**config.mk**
```make
export PLATFORM = sky130hd
export DESIGN_NAME = miter_cmp_scheduler
export DESIGN_NICKNAME = d
export VERILOG_FILES = /design/src/rtl/miter_cmp_scheduler.sv
export SDC_FILE = /design/constraint.sdc
export NUM_CORES = 1
export LEC_CHECK = 0
export ABC_AREA = 0
export CAP_MARGIN = 20
export CORE_ASPECT_RATIO = 1.25
export CORE_MARGIN = 4
export CORE_UTILIZATION = 45
export CTS_CLUSTER_DIAMETER = 40
export DETAILED_ROUTE_END_ITERATION = 16
export PLACE_DENSITY = 0.78
export RECOVER_POWER = 25
export SLEW_MARGIN = 20
export SYNTH_ARGS = -nofsm -noshare
export SYNTH_HDL_FRONTEND = slang
export SYNTH_SLANG_ARGS = --single-unit
```
**constraint.sdc**
```tcl
create_clock -name clk -period 2.6 [get_ports clk]
set_input_delay 0.52 -clock clk [delete_from_list [all_inputs] [get_ports clk]]
set_output_delay 0.52 -clock clk [all_outputs]
set_load 0.03 [all_outputs]
```
**src/rtl/miter_cmp_scheduler.sv**
```systemverilog
// Time-multiplexed gold/gate comparator for an equivalence miter: scans N snapshotted
// lanes one per cycle, records the first mismatch, counts mismatches and gives a verdict.
module miter_cmp_scheduler #(
    parameter int unsigned N            = 4,
    parameter int unsigned W            = 8,
    parameter int unsigned STOP_ON_FAIL = 0
) (
    input  logic                                  clk,
    input  logic                                  rst,
    input  logic                                  start,
    input  logic [N*W-1:0]                        gold_in,
    input  logic [N*W-1:0]                        gate_in,
    input  logic [N*W-1:0]                        dcare_in,
    input  logic [N-1:0]                          lane_en,
    output logic                                  busy,
    output logic                                  done,
    output logic                                  pass,
    output logic [((N > 1) ? $clog2(N) : 1)-1:0]  fail_lane,
    output logic [W-1:0]                          fail_bits,
    output logic [$clog2(N+1)-1:0]                fail_count
);

    localparam int unsigned LW = (N > 1) ? $clog2(N) : 1;
    localparam int unsigned CW = $clog2(N + 1);

    typedef enum logic [1:0] {StIdle, StScan, StDone} state_e;

    state_e          state_q, state_d;
    logic [LW-1:0]   idx_q, idx_d;
    logic [N*W-1:0]  gold_q, gold_d, gate_q, gate_d, dcare_q, dcare_d;
    logic [N-1:0]    en_q, en_d;
    logic            pass_q, pass_d;
    logic [LW-1:0]   fail_lane_q, fail_lane_d;
    logic [W-1:0]    fail_bits_q, fail_bits_d;
    logic [CW-1:0]   fail_count_q, fail_count_d;
    logic [W-1:0]    diff;
    logic            mismatch;
    logic            last_lane;

    always_comb begin
        diff      = (gold_q[idx_q*W +: W] ^ gate_q[idx_q*W +: W]) & ~dcare_q[idx_q*W +: W];
        mismatch  = en_q[idx_q] & (|diff);
        last_lane = (idx_q == LW'(N - 1));
    end

    always_comb begin
        state_d      = state_q;
        idx_d        = idx_q;
        gold_d       = gold_q;
        gate_d       = gate_q;
        dcare_d      = dcare_q;
        en_d         = en_q;
        pass_d       = pass_q;
        fail_lane_d  = fail_lane_q;
        fail_bits_d  = fail_bits_q;
        fail_count_d = fail_count_q;
        unique case (state_q)
            StIdle: begin
                if (start) begin
                    gold_d       = gold_in;
                    gate_d       = gate_in;
                    dcare_d      = dcare_in;
                    en_d         = lane_en;
                    pass_d       = 1'b0;
                    fail_lane_d  = '0;
                    fail_bits_d  = '0;
                    fail_count_d = '0;
                    idx_d        = '0;
                    state_d      = StScan;
                end
            end
            StScan: begin
                if (mismatch) begin
                    fail_count_d = fail_count_q + CW'(1);
                    // Only the first mismatch of a scan is recorded.
                    if (fail_count_q == '0) begin
                        fail_lane_d = idx_q;
                        fail_bits_d = diff;
                    end
                end
                if (last_lane || ((STOP_ON_FAIL != 0) && mismatch)) begin
                    state_d = StDone;
                    pass_d  = (fail_count_d == '0);
                end else begin
                    idx_d = idx_q + LW'(1);
                end
            end
            StDone: state_d = StIdle;
            default: state_d = StIdle;
        endcase
    end

    always_ff @(posedge clk) begin
        if (rst) begin
            state_q      <= StIdle;
            idx_q        <= '0;
            gold_q       <= '0;
            gate_q       <= '0;
            dcare_q      <= '0;
            en_q         <= '0;
            pass_q       <= 1'b0;
            fail_lane_q  <= '0;
            fail_bits_q  <= '0;
            fail_count_q <= '0;
        end else begin
            state_q      <= state_d;
            idx_q        <= idx_d;
            gold_q       <= gold_d;
            gate_q       <= gate_d;
            dcare_q      <= dcare_d;
            en_q         <= en_d;
            pass_q       <= pass_d;
            fail_lane_q  <= fail_lane_d;
            fail_bits_q  <= fail_bits_d;
            fail_count_q <= fail_count_d;
        end
    end

    assign busy       = (state_q == StScan);
    assign done       = (state_q == StDone);
    assign pass       = pass_q;
    assign fail_lane  = fail_lane_q;
    assign fail_bits  = fail_bits_q;
    assign fail_count = fail_count_q;

endmodule

```
After elaboration in Yosys (flattened, before gate mapping):

Cells that the tools add are included.

* bits in registers: 118
* output and inout port bits: 16

* shift operators: 3
* equal/unequal tests: 8
* add/sub/neg operators: 2
* order comparisons: 1
* mux-type cells: 22
* bitwise operators: 4
* reduce and logical (&&, ||, !) cells: 11

Operators with widths (count)
* indexed part select 32 x 6 -> 8 bit: 3
* two-way mux 8 bit: 3
* one-hot mux 8 bit (2 select lines): 1
* two-way mux 2 bit: 6
* one-hot mux 2 bit (2 select lines): 3
* two-way mux 3 bit: 3
* bitwise AND 8 bit: 1
* NOT 8 bit: 1
* OR reduction 8 bit: 1
* XOR 8 bit: 1
* zero test 3 bit: 2
* inequality test 2 x 1 -> 1 bit, second input constant: 3
* one-hot mux 3 bit (2 select lines): 1
* AND reduction 2 bit: 3
* AND reduction 3 bit: 2
* == test 2 bit, second input constant: 2
* inequality test 2 bit, second input constant: 2
* AND reduction 4 bit: 1
* adder 3 x 1 -> 3 bit, second input constant: 1
* less-than comparator 2 x 3 -> 1 bit, second input constant: 1
* two-way mux 1 bit: 3
* adder 2 x 1 -> 2 bit, second input constant: 1
* binary-select mux 1 bit (select 2 bit): 1
* == test 2 x 1 -> 1 bit, second input constant: 1
* other kinds (4): 4

Logic depth before layout (Yosys ltp):

Gate-level depths: netlist of the first run.

* depth in word-level cells: 10
* mapped depth: 9
* mapped depth without buffers: 6

Least setup slack after synthesis of the first run:

Ideal clock, no wire load.

* kind: register to register
* start point: register idx_q[1]
* end point: register pass_q, in the netlist pass
* path slack: 0.075 ns
* data arrival time: 2.440 ns
* data required time: 2.516 ns
* cell stages (with the launch flop): 7
* setup time: 0.084 ns
* path through: dfxtp_1 > mux4_1 > xor2_1 > a222oi_1 > a21oi_1 > or4_1 > o31ai_2

* cells in the longest elaborated chain, start to end: 10
* elaborated cells between the ends (all ways): 18
* classes of those cells: 2 x eq/ne; 3 x shift; 6 x mux; 4 x bitwise; 3 x reduce/logical

RTL lines
* from (decl): RTL line 29 `logic [LW-1:0] idx_q, idx_d;`
* from (signal assigned): RTL line 107 `idx_q <= idx_d;`
* indexed part select 32 x 6 -> 8 bit: RTL line 41 `diff = (gold_q[idx_q*W +: W] ^ gate_q[idx_q*W +: W]) & ~dcare_q[idx_q*W +: W];`
* XOR 8 bit or NOT 8 bit (tied branches): RTL line 41
* bitwise AND 8 bit: RTL line 41
* OR reduction 8 bit: RTL line 42 `mismatch = en_q[idx_q] & (|diff);`
* bitwise AND 1 bit: RTL line 42
* two-way mux 3 bit: RTL line 73 `if (mismatch) begin`
* two-way mux 3 bit: RTL line 57 `unique case (state_q)`
* zero test 3 bit: RTL line 83 `pass_d = (fail_count_d == '0);`
* two-way mux 1 bit: RTL line 81 `if (last_lane || ((STOP_ON_FAIL != 0) && mismatch)) begin`
* one-hot mux 1 bit (2 select lines): RTL line 57
* to (signal assigned): RTL line 112 `pass_q <= pass_d;`
* to (decl): RTL line 32 `logic pass_q, pass_d;`

Parallel ways exist; a longest one is shown, timed or not. The select of a mux whose other input is x is not followed.
A chain may end at the register's enable or synchronous reset.

Worst setup path in the final report of the first run:

* start point: register idx_q[0]
* end point: register pass_q, in the netlist pass

The elaborated chain is that of the path after synthesis.

==> metrics.txt, run 1 <==
outcome finished with violations; violations in the final reports setup timing; leakage 2.71 nW; first-pass iteration count of the detailed router 5; syn avg cell area 8.16 µm²; count of cell types in the netlist 45; die width 102 µm; Syn Inst Count 610; Worst Path Arrival 2.94 ns; setup_tns -0.00421 ns; PortBufs 118; largest net degree at the start of global routing 60; slowest CP cell a222oi_1; initial DRC count 233; fraction of layout cells with a size suffix above 1 0.0951; final hold viol count 0; Slew headroom 0.275; Num Clock Sinks 118; Std-Cell Rows 42; Num CTS Buffers 17; vias per cell 5.32; hold depth 2; Worst Setup End Kind flop; dpl cell area 6320 µm²; core outline area 10700 µm²; die area 12800 µm²; Levels on crit path 6; Max Slew Vio Count 0; Adder-Cell Fraction of Synth Area 0.00754; worst-margin pin slew 1.09 ns; synthesized flop and latch total 118; CP Max Fanout 4; Worst EP required 2.93 ns; fmax 384 MHz; final antenna-violating net count 0; min-delay worst type reg2reg; final setup violating endpoints 1; P per Cell Area 735 nW/µm²; FF-to-FF path depth 6; Top FF cell, synth dfxtp_1; clk root buf clkbuf_16; sequential area share after synthesis 0.474; wire per inst 15.7 µm; Via Count 4622; GRT overflow 0; CTS tree built; post-synthesis mux area share 0.0611; CP Buf/Inv Count 0; Post-synth ARST share 0; simple-gate share of the synthesized area 0.217; first-pass GRT wire length 21900 µm; later-pin clock latency in the skew report 0.41 ns; skew final 0.00959 ns; CP top delay family compound AO/OA/AOI/OAI gates; crit path kind reg2reg; Syn Std Cell Area 4980 µm²; GRT Util Overall 0.220; dpl hpwl 10200 µm; R2R Setup Slk -0.004 ns; Max Cap Viol 0; number of global-route vias before repair 4553; final worst-path setup slack -0.00421 ns; crit share post-route 1.00; Slowest Stage Delay on Critical Path 0.61 ns; RSZ-0062 raised after global routing true; final non-filler cell area 6980 µm²; Initial Util 0.464; number of flops mapped to enable cells by yosys 0; Die Span Y 126 µm; VDD IR max 0.446 mV; clock-pin slew on the worst setup and hold paths 0.05 ns; Startpoint Class flop; antenna fix cells 0; Post-Route WL 13700 µm; area delta synth->final 40.2%; Placer Congestion 0.876; Final nets 830; DRC 0; largest family of logic cells by synthesized area simple AND/OR/NAND/NOR gates; YS warnings 0; Clock Tree Buf Depth 2; htree depth 4; IO Pins 119; Final min period 2.60 ns; Synth Area in XOR/XNOR 0.0405; Synth Area in Compound Gates 0.158; hold_buf cts 0; initial antenna violation count 0; CP Cell Sequence mux4_2 -> xor2_1 -> a222oi_1 -> a21oi_1 -> or4_1 -> o31ai_2; fin util 0.651; syn_nets 716
==> layout by cell type, fill, tap and decap left out, types with 5 or more instances in the layout <==
cell type,n
clkbuf_8,5
buf_4,15
nand2b_1,7
inv_1,7
clkbuf_16,17
o21ai_0,5
nor2b_1,7
mux4_2,8
a221o_1,5
a21oi_1,105
nand3_1,9
clkdlybuf4s50_1,116
nor2_1,18
mux2i_1,6
o221ai_1,5
xor2_1,12
xnor2_1,11
dfxtp_1,116
nand2_1,204
==> metal layers <==
layer	vias up	track usage	wire, µm
li1	2283	-	-
met1	2146	0.254	5380
met2	161	0.368	7000
met3	32	0.0607	798
met4	0	0.107	480
met5	-	0	0
==> path summary, 6_finish.rpt <==
check,from,end
hold reg to reg,dcare_q[19],dcare_q[19]
setup / recovery,idx_q[0],pass
setup reg to reg,idx_q[0],pass
hold / removal,dcare_q[19],dcare_q[19]
==> kinds of logic (layout without fill, tap and decap cells) <==
family | after synthesis | after routing
compound gates | 136 | 136
xor+xnor | 23 | 23
flops | 118 | 118
buf+inv | 49 | 175
mux | 18 | 18
fa+ha+maj | 3 | 3
simple gates | 263 | 263
==> worst reg2reg max path: stages (launching register included) <==
cell and delay [ns]:
dfxtp_4 0.37, mux4_2 0.51, xor2_1 0.18, a222oi_1 0.62, a21oi_1 0.16, or4_1 0.51, o31ai_2 0.18
==> flip-flops by register name (all words and copies together) (netlist names) <==
name,cells
dcare_q,32
gate_q,32
gold_q,32
fail_bits,8
en_q,4
fail_count,3
fail_lane,2
idx_q,2
state_q,2
pass,1
==> stage by stage <==
step	instances	setup WS, ns	hold slack [ns]	power [mW]
after floorplan	610	0.0753	0.431	2.35
after global placement	836	-0.0222	0.441	2.63
after detailed placement	836	-0.0741	0.443	2.65
after CTS	867	0.00446	0.450	5.15
after global routing	868	-0.133	0.474	5.33
final	868	-0.00421	0.451	5.13
==> what timing repair did <==
| action | 4_1_cts | 5_1_grt |
|---|---|---|
| endpoints found under the setup margin | 2 | 13 |
| buffers inserted | 0 | 1 |
| pin swaps | 3 | 6 |
| resized for setup | 5 | 5 |
==> synth_stat cells (all sizes together), types with 4 or more instances <==
cell type,instances,share of area
a21oi,105,0.11
a221o,5,0.010
and3,4,0.0050
buf,10,0.012
clkbuf,32,0.024
dfxtp,118,0.47
inv,7,0.0053
mux2i,6,0.012
mux4,9,0.042
nand2,206,0.16
nand2b,7,0.0088
nand3,9,0.0090
nor2,18,0.014
nor2b,7,0.0088
o2111ai,4,0.0070
o21ai,5,0.0050
o221ai,5,0.0088
or2,5,0.0063
xnor2,11,0.019
xor2,12,0.021
==> layout make-up <==
class,count,area (µm²)
clock buffers,24,502
multi-input cells,443,2430
repair buffers,137,1350
clock inverters,7,141
inverters,7,26.3
fillers,892,3740
flip-flops and latches,118,2370
well taps,132,165
==> report_power, final <==
part,total (mW),internal (mW),switching [mW]
Clock,2.51,1.72,0.781
Combinational,0.652,0.330,0.322
Sequential,1.98,1.91,0.0658
Power figures use the tool's default switching activity.
==> inputs of run 2 (changes only) <==
--- a/config.mk
+++ b/config.mk
@@ -11,6 +11,7 @@
 export CORE_MARGIN = 4
 export CORE_UTILIZATION = 45
 export CTS_CLUSTER_DIAMETER = 40
+export CTS_CLUSTER_SIZE = 8
 export DETAILED_ROUTE_END_ITERATION = 16
 export PLACE_DENSITY = 0.78
 export RECOVER_POWER = 25
==> results of run 2 <==
No change in the layout: final DEF, timing and power equal those of run 1.
